`src/rtl/trigger_ctrl.sv`:
```
// Command sequencer: decodes opcode/payload into trigger stage writes, arm and post-trigger delay count.
// Latency: every strobe/pulse appears one cycle after command acceptance; done_o one cycle after last counted stb_i.
// Backpressure: none, cmd_rdy_o is held high; commands that are illegal for the current state are dropped with ign_o.
module trigger_ctrl #(
  parameter int CNT_W     = 16,
  parameter int DLY_SHIFT = 2
) (
  input  logic             clk_i,
  input  logic             rst_in,
  input  logic [7:0]       opc_i,
  input  logic [31:0]      data_i,
  input  logic             cmd_vld_i,
  output logic             cmd_rdy_o,
  input  logic             run_i,
  input  logic             stb_i,
  output logic [31:0]      cmd_o,
  output logic             set_mask_o,
  output logic             set_val_o,
  output logic             set_cfg_o,
  output logic [1:0]       stg_o,
  output logic             arm_o,
  output logic             exec_o,
  output logic             soft_rst_o,
  output logic [CNT_W-1:0] rd_cnt_o,
  output logic             busy_o,
  output logic             done_o,
  output logic             ign_o
);

  // One extra bit so (all-ones + 1) << DLY_SHIFT is represented without wrapping.
  localparam int CW = CNT_W + DLY_SHIFT + 1;

  typedef enum logic [1:0] {
    S_IDLE  = 2'd0,
    S_ARMED = 2'd1,
    S_DELAY = 2'd2
  } state_e;

  state_e           state_q, state_d;
  logic [CW-1:0]    cnt_q, cnt_d;
  logic [CNT_W-1:0] dly_q, dly_d;
  logic [CNT_W-1:0] rd_q, rd_d;
  logic [31:0]      cmd_q, cmd_d;
  logic [1:0]       stg_q, stg_d;
  logic             set_mask_q, set_mask_d;
  logic             set_val_q, set_val_d;
  logic             set_cfg_q, set_cfg_d;
  logic             arm_q, arm_d;
  logic             soft_rst_q, soft_rst_d;
  logic             done_q, done_d;
  logic             ign_q, ign_d;
  logic [CW-1:0]    cnt_load;

  // Next-state, counter and command decode; soft reset (0x00) is evaluated last so it overrides run/strobe effects.
  always_comb begin
    state_d    = state_q;
    cnt_d      = cnt_q;
    dly_d      = dly_q;
    rd_d       = rd_q;
    cmd_d      = cmd_q;
    stg_d      = stg_q;
    set_mask_d = 1'b0;
    set_val_d  = 1'b0;
    set_cfg_d  = 1'b0;
    arm_d      = 1'b0;
    soft_rst_d = 1'b0;
    done_d     = 1'b0;
    ign_d      = 1'b0;
    cnt_load   = (CW'(dly_q) + CW'(1)) << DLY_SHIFT;

    case (state_q)
      S_ARMED: begin
        // A strobe coinciding with the trigger is not counted: the counter is only loaded here.
        if (run_i) begin
          state_d = S_DELAY;
          cnt_d   = cnt_load;
        end
      end
      S_DELAY: begin
        if (stb_i) begin
          cnt_d = cnt_q - CW'(1);
          if (cnt_q == CW'(1)) begin
            state_d = S_IDLE;
            done_d  = 1'b1;
          end
        end
      end
      default: ;
    endcase

    if (cmd_vld_i) begin
      if (opc_i == 8'h00) begin
        soft_rst_d = 1'b1;
        state_d    = S_IDLE;
        cnt_d      = '0;
        done_d     = 1'b0;
      end else if (state_q != S_IDLE) begin
        ign_d = 1'b1;
      end else if (opc_i[7:4] == 4'hC) begin
        if (opc_i[1:0] == 2'b11) begin
          ign_d = 1'b1;
        end else begin
          stg_d      = opc_i[3:2];
          cmd_d      = data_i;
          set_mask_d = (opc_i[1:0] == 2'b00);
          set_val_d  = (opc_i[1:0] == 2'b01);
          set_cfg_d  = (opc_i[1:0] == 2'b10);
        end
      end else if (opc_i == 8'h81) begin
        rd_d  = data_i[16 +: CNT_W];
        dly_d = data_i[0 +: CNT_W];
      end else if (opc_i == 8'h01) begin
        arm_d   = 1'b1;
        state_d = S_ARMED;
      end else begin
        ign_d = 1'b1;
      end
    end
  end

  // State and output registers with synchronous active-low reset.
  always_ff @(posedge clk_i) begin
    if (!rst_in) begin
      state_q    <= S_IDLE;
      cnt_q      <= '0;
      dly_q      <= '0;
      rd_q       <= '0;
      cmd_q      <= '0;
      stg_q      <= '0;
      set_mask_q <= 1'b0;
      set_val_q  <= 1'b0;
      set_cfg_q  <= 1'b0;
      arm_q      <= 1'b0;
      soft_rst_q <= 1'b0;
      done_q     <= 1'b0;
      ign_q      <= 1'b0;
    end else begin
      state_q    <= state_d;
      cnt_q      <= cnt_d;
      dly_q      <= dly_d;
      rd_q       <= rd_d;
      cmd_q      <= cmd_d;
      stg_q      <= stg_d;
      set_mask_q <= set_mask_d;
      set_val_q  <= set_val_d;
      set_cfg_q  <= set_cfg_d;
      arm_q      <= arm_d;
      soft_rst_q <= soft_rst_d;
      done_q     <= done_d;
      ign_q      <= ign_d;
    end
  end

  assign cmd_rdy_o  = 1'b1;
  assign cmd_o      = cmd_q;
  assign stg_o      = stg_q;
  assign set_mask_o = set_mask_q;
  assign set_val_o  = set_val_q;
  assign set_cfg_o  = set_cfg_q;
  assign arm_o      = arm_q;
  assign soft_rst_o = soft_rst_q;
  assign done_o     = done_q;
  assign ign_o      = ign_q;
  assign rd_cnt_o   = rd_q;
  assign exec_o     = (state_q != S_IDLE);
  assign busy_o     = (state_q != S_IDLE);

endmodule

```
`config.mk`:
```
export PLATFORM = sky130hd
export DESIGN_NAME = trigger_ctrl
export DESIGN_NICKNAME = d
export VERILOG_FILES = /design/src/rtl/trigger_ctrl.sv
export SDC_FILE = /design/constraint.sdc
export NUM_CORES = 1
export LEC_CHECK = 0
export ABC_AREA = 1
export CORE_ASPECT_RATIO = 0.75
export CORE_UTILIZATION = 55
export CTS_CLUSTER_SIZE = 40
export DETAILED_ROUTE_END_ITERATION = 7
export DONT_BUFFER_PORTS = 1
export PLACE_DENSITY = 0.7
export SYNTH_ARGS = -nofsm -noshare
export SYNTH_HDL_FRONTEND = slang
export SYNTH_SLANG_ARGS = --single-unit
```
`constraint.sdc`:
```
create_clock -name clk_i -period 3.8 [get_ports clk_i]
set_clock_uncertainty 0.05 [all_clocks]
set_input_delay 0.76 -clock clk_i [delete_from_list [all_inputs] [get_ports clk_i]]
set_output_delay 0.76 -clock clk_i [all_outputs]
set_load 0.005 [all_outputs]
```
; Yosys cells after proc, flatten, opt, wreduce, memory -nomap -nowiden
; Index checks and enable logic that the tools add are counted.
[op_classes]
addsub = 2
n_eq_ne = 9
n_reduce_logical = 9
mux = 27
n_bitwise = 6
[op_table]
columns = op, n
row1 = $mux W19, 4
row2 = $pmux W19 S2, 1
row3 = $eq A19 B1 Y1 const B, 1
row4 = $sub A19 B1 Y19 const B, 1
row5 = $mux W2, 9
row6 = $add A16 B1 Y17 const B, 1
row7 = $mux W1, 12
row8 = $reduce_or A6 Y1, 2
row9 = $reduce_and A5 Y1, 2
row10 = $eq A8 B1 Y1 const B, 1
row11 = $eq A8 B8 Y1 const B, 1
row12 = $logic_not A8 Y1, 1
row13 = $eq A2 B2 Y1 const B, 3
row14 = $not A1 Y1, 6
row15 = $eq A2 B1 Y1 const B, 2
row16 = $eq A4 B4 Y1 const B, 1
row17 = $pmux W2 S2, 1
row18 = $reduce_or A3 Y1, 1
row19 = $logic_not A2 Y1, 1
row20 = $reduce_and A2 Y1, 1
row21 = $reduce_bool A2 Y1, 1
[word_totals]
regBits = 94

; Longest topological paths before layout
; Gate-level depths: netlist of the first run.
[logic_depth]
depth_word = 10
mapped_depth = 10
mapped_depth_nobuf = 10

; Worst setup path after synthesis of the first run
; OpenSTA, ideal clock, no wires.
[synth_path]
kind = input-to-reg
startpoint = in opc_i[5]
endpoint = reg cmd_q[27] (netlist: cmd_o[27])
setup_slack_ns = 2.025
t_arrival_ns = 1.603
required_ns = 3.628
stages = 7
setup_ns = 0.122
n_path_buf = 1
cell_sequence = nor2_2 -> nand3_1 -> nor2_2 -> nand3_4 -> buf_2 -> o21ai_0 -> a21oi_2
[synth_via]
elab_chain_cells = 3
elab_cells_between_ends = 4
classes_between = 1 x eq/ne / 1 x bitwise / 2 x reduce/logical
[synth_rtl]
columns = element, line_no
row1 = start: declaration, 10  ; input logic [7:0] opc_i,
row2 = $logic_not A8 Y1, 92  ; if (opc_i == 8'h00) begin
row3 = $not A1 Y1 (no line), n/a
row4 = $reduce_and A5 Y1 (no line) (*), n/a
row5 = end signal: assignment, 142  ; cmd_q <= cmd_d;
row6 = end: declaration, 43  ; logic [31:0] cmd_q, cmd_d;
; Mark *: on every way between the ends. The rest lies on a longest branch, timed or not.
; A chain may end at the register's enable or synchronous reset.

; Worst setup path after layout of the first run
[layout_path]
startpoint = reg state_q[0]
endpoint = reg cnt_q[6]
[layout_via]
elab_chain_cells = 4
elab_cells_between_ends = 5
classes_between = 2 x eq/ne / 3 x mux
[layout_rtl]
columns = element, line_no
row1 = start: declaration, 39  ; state_e state_q, state_d;
row2 = start signal: assignment, 138  ; state_q <= state_d;
row3 = $eq A2 B2 Y1 or $eq A2 B1 Y1 (tied branches), 71  ; case (state_q)
row4 = $pmux W19 S2 (*), 71
row5 = $mux W19, 92
row6 = $mux W19 (*), 91  ; if (cmd_vld_i) begin
row7 = end signal: assignment, 139  ; cnt_q <= cnt_d;
row8 = end: declaration, 40  ; logic [CW-1:0] cnt_q, cnt_d;
; Marks and branches as above.

==> results.toml, run 1 <==
[outcome]
status = "finished clean"

[synth]
ys_dominant_reg_cell = "dfxtp_1"
yosysMostFrequentCell = "nor2_1"
synth_edf_count = 0
synth_cells = 669
synth_area_um2 = 4640
synth_cell_types = 36
synth.avg_cell_area_um2 = 6.94
synthTopCellsByCount = "nor2_1 (106), nand2_1 (100), dfxtp_1 (94)"
syn_nets = 720
ys_async_sr_fraction = 0
synth_warnings = 0
synth_top_area_cell = "dfxtp_1"
yosys.area.top_type_share = 0.405
seq_area_frac_synth = 0.405
synth_area_leaders = "dfxtp_1 (41%), o21ai_0 (8.6%), nor2_1 (8.6%)"
ys_ff_latch = 94

[place]
port_buffers = 0
place_ws_ns = 1.45
dp.cells = 748
hpwlAfterDp_mm = 7.49
place.gp.congestion = 0.845

[cells_and_area]
synthToLayoutAreaGrowth_pct = 3.10
fin_util = 0.597
antenna-diode-count = 0
drive_above_1_share = 0.0744
fin_cells = 764
layout.nets = 705

[timing]
holdWs_ns = 0.412
maxSlewHeadroom = 0.525
fmax_ghz = 0.449
finalSetupViolations = 0
finalCritPeriodShare = 0.586
tightest_slew_ns = 0.710
setup-tns-final_ns = 0
finalMaxSlewViolations = 0
hold_viol_final = 0
rsz0062_at_grt = "false"
min_period_ns = 2.22
fin_ws_ns = 1.58

[floorplan]
start_util = 0.579
rows = 28
fp.coreArea_um2 = 8020
die_y_um = 81.6
dieArea_um2 = 8820
die_w_um = 108
ios = 105

[power]
ir_worst_vdd_mv = 0.201
netSwitchingPower_uw = 495
combPwrFrac = 0.076
p_clk_frac = 0.367
power_switching_share = 0.273
p_per_area_nw_per_um2 = 379
p_leak_uw = 0.00185
p_seq_frac = 0.557
intPower_uw = 1320

[cts]
numCtsBuffers = 9
htree_levels = 3
clk_pin_slew_worst_paths_ns = 0.10
root_buffer = "clkbuf_8"
cts_num_sinks = 94
cts_resized = 0
clock_latency_ns = 0.37
clk_path_buf_depth = 2
cts_tree = "yes"
post-cts-setup-buffers = 0
cts_hold_buffers = 0

[route]
wl_met2_mm = 4.57
wl_met1_mm = 4.83
dr_wl_met3_um = 839
drt-initial-drc-count = 297
wirelength_mm = 10.5
wl_per_cell_um = 13.7
via_per_inst = 5.51
num_vias = 4212
postRouteAntennaNets = 0
drc = 0
top_layer = "met4"
first_pass_iters = 5

[worst_setup_path]
crit_type = "register to register"
cp-start-kind = "register"
slowest_delay_ns = 0.61
crit_path_max_fanout = 18
path_common_cell = "inv_1"
path_cells = "inv_1, ha_1, inv_1, nor4_1, nand3_1, a31oi_1"
critPathSlowestCell = "ha_1"
endpoint_kind = "register"
worstPathRequired_ns = 4.04
critPathBufInv = 2
cp_top_family = "adder cells"
cp.arrival_ns = 2.47

[global_route]
antenna_found_initial = 0
grt_pass1_wl_mm = 17.5
grt_util_all_layers = 0.253
grt_overflow = 0
grt_pass1_vias = 3771
grt_max_degree = 71

[flow_run]
cap_violations = 0

[min_path]
hold_class = "input port to register"
-- area by class of cell --
| cell class | count | area, um2 |
|---|---|---|
| inverters | 94 | 358 |
| well taps | 105 | 131 |
| fillers | 775 | 3240 |
| clock inverters | 6 | 60.1 |
| repair buffers | 2 | 15.0 |
| flip-flops and latches | 94 | 1880 |
| multi-input cells | 453 | 2200 |
| clock buffers | 10 | 138 |
-- sequential cells by signal, summed over array words and instances, names as in the netlist, 2 cells and up --
name,flops
cmd_o,32
cnt_q,19
dly_q,16
rd_cnt_o,16
state_q,2
stg_o,2
-- through the flow --
step / power [uW] / instance area, um2
6_report: 1810 / 4790
5_1_grt: 1890 / 4790
4_1_cts: 1830 / 4790
3_5_place_dp: 1170 / 4590
3_3_place_gp: 1170 / 4590
2_1_floorplan: 1150 / 4640
-- layer usage --
metal,global-route usage,vias up
met5,0,-
met1,0.325,1940
li1,-,2125
met3,0.0770,19
met2,0.399,128
met4,0.0945,0
-- path summary, 6_finish.rpt --
path | startpoint | to | slack [ns] | depth (start not counted)
worst max-delay path | state_q[0] | cnt_q[6] | 1.58 | 6
worst min-delay path | opc_i[1] | set_val_o | 0.41 | 1
worst max register to register | state_q[0] | cnt_q[6] | 1.58 | 6
worst min register to register | cmd_o[1] | cmd_o[1] | 0.42 | 2
-- cells by family (layout without fill, tap and decap cells) --
logic type | count (synthesis) | count (layout) | share of synthesized area
compound gates | 163 | 163 | 0.190
flops | 94 | 94 | 0.405
buf+inv | 122 | 112 | 0.120
xor+xnor | 1 | 1 | 0.00189
simple gates | 282 | 282 | 0.266
fa+ha+maj | 6 | 6 | 0.0162
other cells | 1 | 1 | 0.000808
-- cells in the final DEF (no fill, tap or decap), types with 2 or more instances in the layout --
cell type,instances
inv_2,4
o21ai_1,7
clkbuf_8,10
a21oi_2,12
a21oi_1,54
buf_4,2
nor3_1,8
inv_6,3
nor4_1,2
nor2_4,3
a31oi_1,5
o21bai_1,2
nor2_1,106
inv_1,89
nor2_2,7
nand2_1,100
ha_1,6
o211ai_1,2
dfxtp_1,94
nand3b_1,3
nand3_1,39
nand4_1,9
o21ai_0,80
inv_8,3
-- power by group through the flow --
| stage | clock (uW) | sequential, uW | combinational (uW) |
|---|---|---|---|
| after floorplan | 0 | 1030 | 121 |
| after global routing | 712 | 1010 | 161 |
| final | 666 | 1010 | 138 |
| after detailed placement | 0 | 1030 | 137 |
| after global placement | 0 | 1030 | 132 |
| after CTS | 682 | 1010 | 137 |
No activity file was read; power rests on OpenSTA's default activity.
==> run 2: changes to the inputs <==
- PLACE_DENSITY: 0.7 -> 0.73
- clock period: 3.8 -> 1.8 ns (I/O delays scaled with it)
==> run 2 against run 1 <==
Net effect:
- hold slack lost 0.38 ns
- global-route usage rose by 2.3 points
- sequential power rose by 110%
- combinational power grew to 2.6 times the previous value
- critical path depth increased by 3
- largest power group unchanged
- highest routed layer unchanged
==> results.toml, run 2 (synthesized netlist as in run 1, its figures left out) <==
[outcome]
status = "finished clean"

[min_path]
hold_start = "cmd_vld_i"
hold_class = "input port to register"

[worst_setup_path]
crit_type = "register to register"
worstPathRequired_ns = 2.06
endpoint_kind = "register"
path_common_cell = "inv_1"
path_cells = "inv_1, ha_2, nand2_1, nor2_4, buf_4, nand3_1, o21ai_0, inv_1, a21oi_1"
rr_worst_depth = 9
crit_path_end = "cnt_q[10]"
crit_path_max_fanout = 6
worstSetupStartpoint = "state_q[1]"
slowest_delay_ns = 0.33
critPathSlowestCell = "dfxtp_1"
r2r_start = "state_q[1]"
rr_endpoint = "cnt_q[10]"
cp-start-kind = "register"
rrSetupSlack_ns = 0.07
cp.arrival_ns = 1.98

[route]
wl_per_cell_um = 14.7
drc = 0
drt-initial-drc-count = 278
wirelength_mm = 11.5
postRouteAntennaNets = 0
via_per_inst = 5.59
num_vias = 4381
first_pass_iters = 7

[cts]
clock_latency_ns = 0.37
cts_num_sinks = 94
root_buffer = "clkbuf_8"
clk_pin_slew_worst_paths_ns = 0.11
htree_levels = 3
clk_path_buf_depth = 2
cts_tree = "yes"
numCtsBuffers = 9

[global_route]
grt_util_all_layers = 0.276
grt_pass1_wl_mm = 18.8
antenna_found_initial = 0
grt_overflow = 0
grt_pass1_vias = 4078
grt_max_degree = 71

[cells_and_area]
largest_register_ffs = 32
drive_above_1_share = 0.110
synthToLayoutAreaGrowth_pct = 7.95
layout.nets = 725
antenna-diode-count = 0
layout_commonest_cell = "nor2_1"
final_cell_mix = "nor2_1 (105), nand2_1 (98), dfxtp_1 (93)"

[timing]
fmax_ghz = 0.579
finalCritPeriodShare = 0.959
min_period_ns = 1.73
setup-tns-final_ns = 0
finalMaxSlewViolations = 0
fin_ws_ns = 0.0739
hold_viol_final = 0
finalSetupViolations = 0

[power]
p_leak_uw = 0.00196
p_per_area_nw_per_um2 = 777
ir_worst_vdd_mv = 0.608
total_power_uw = 3890

[floorplan]
dieArea_um2 = 8820
rows = 28
start_util = 0.579
die_w_um = 108
ios = 105
die_y_um = 81.6
fp.coreArea_um2 = 8020

[place]
port_buffers = 0
place_ws_ns = -0.000439
place.gp.congestion = 0.925
hpwlAfterDp_mm = 8.03

[flow_run]
cap_violations = 0
## run 2: critical path, delay by kind of cell (launching register included)
family                   cells  cell delay [ns]
AND/OR/NAND/NOR              3             0.52
adder cells (fa/ha/maj)      1             0.25
flip-flops                   1             0.33
buffers and inverters        3             0.28
AO/OA/AOI/OAI                2             0.23
## run 2: how the worst min path moves through the flow
stage                            end  slack (ns)  cells after the start
after floorplan            set_val_o        0.39                      1
after global placement     set_val_o        0.39                      1
after detailed placement  set_mask_o        0.39                      1
after CTS                 soft_rst_o        0.02                      2
after global routing      soft_rst_o        0.03                      2
final                     soft_rst_o        0.03                      2
## run 2: through the flow
stage | instance area [um2] | util | cells | hold WS [ns]
after floorplan | 4640 | - | 669 | 0.387
after global placement | 4710 | 0.587 | 762 | 0.394
after detailed placement | 4710 | 0.587 | 762 | 0.393
after CTS | 4950 | 0.617 | 781 | 0.0221
after global routing | 5010 | 0.625 | 784 | 0.0302
final | 5010 | 0.625 | 784 | 0.0306
## run 2: area by class of cell
type	count	area, um2
Timing Repair Buffer	21	179
Clock buffer	10	138
Fill cell	725	3010
Inverter	94	358
Clock inverter	6	67.6
Tap cell	105	131
Multi-Input combinational cell	454	2260
Sequential cell	94	1880
## run 2: timing repair
item	4_1_cts	5_1_grt
gates resized for setup	3	18
setup buffers	0	3
hold endpoints to repair	3	0
pin swaps	1	1
setup endpoints to repair	17	68
cloned	1	0
hold buffers	2	0
## run 2: where the power goes
part           total [uW]  internal (uW)  switching (uW)  leakage [uW]
registers            2130           2110            24.4      0.000759
logic                 356            133             223       0.00109
clock network        1410            575             830      0.000103
## run 2: layer usage
metal,up-vias,track usage,wire length (um)
met5,-,0,0
met4,0,0.118,286
met3,28,0.0722,993
met2,187,0.452,5070
met1,1997,0.345,5160
li1,2169,-,-
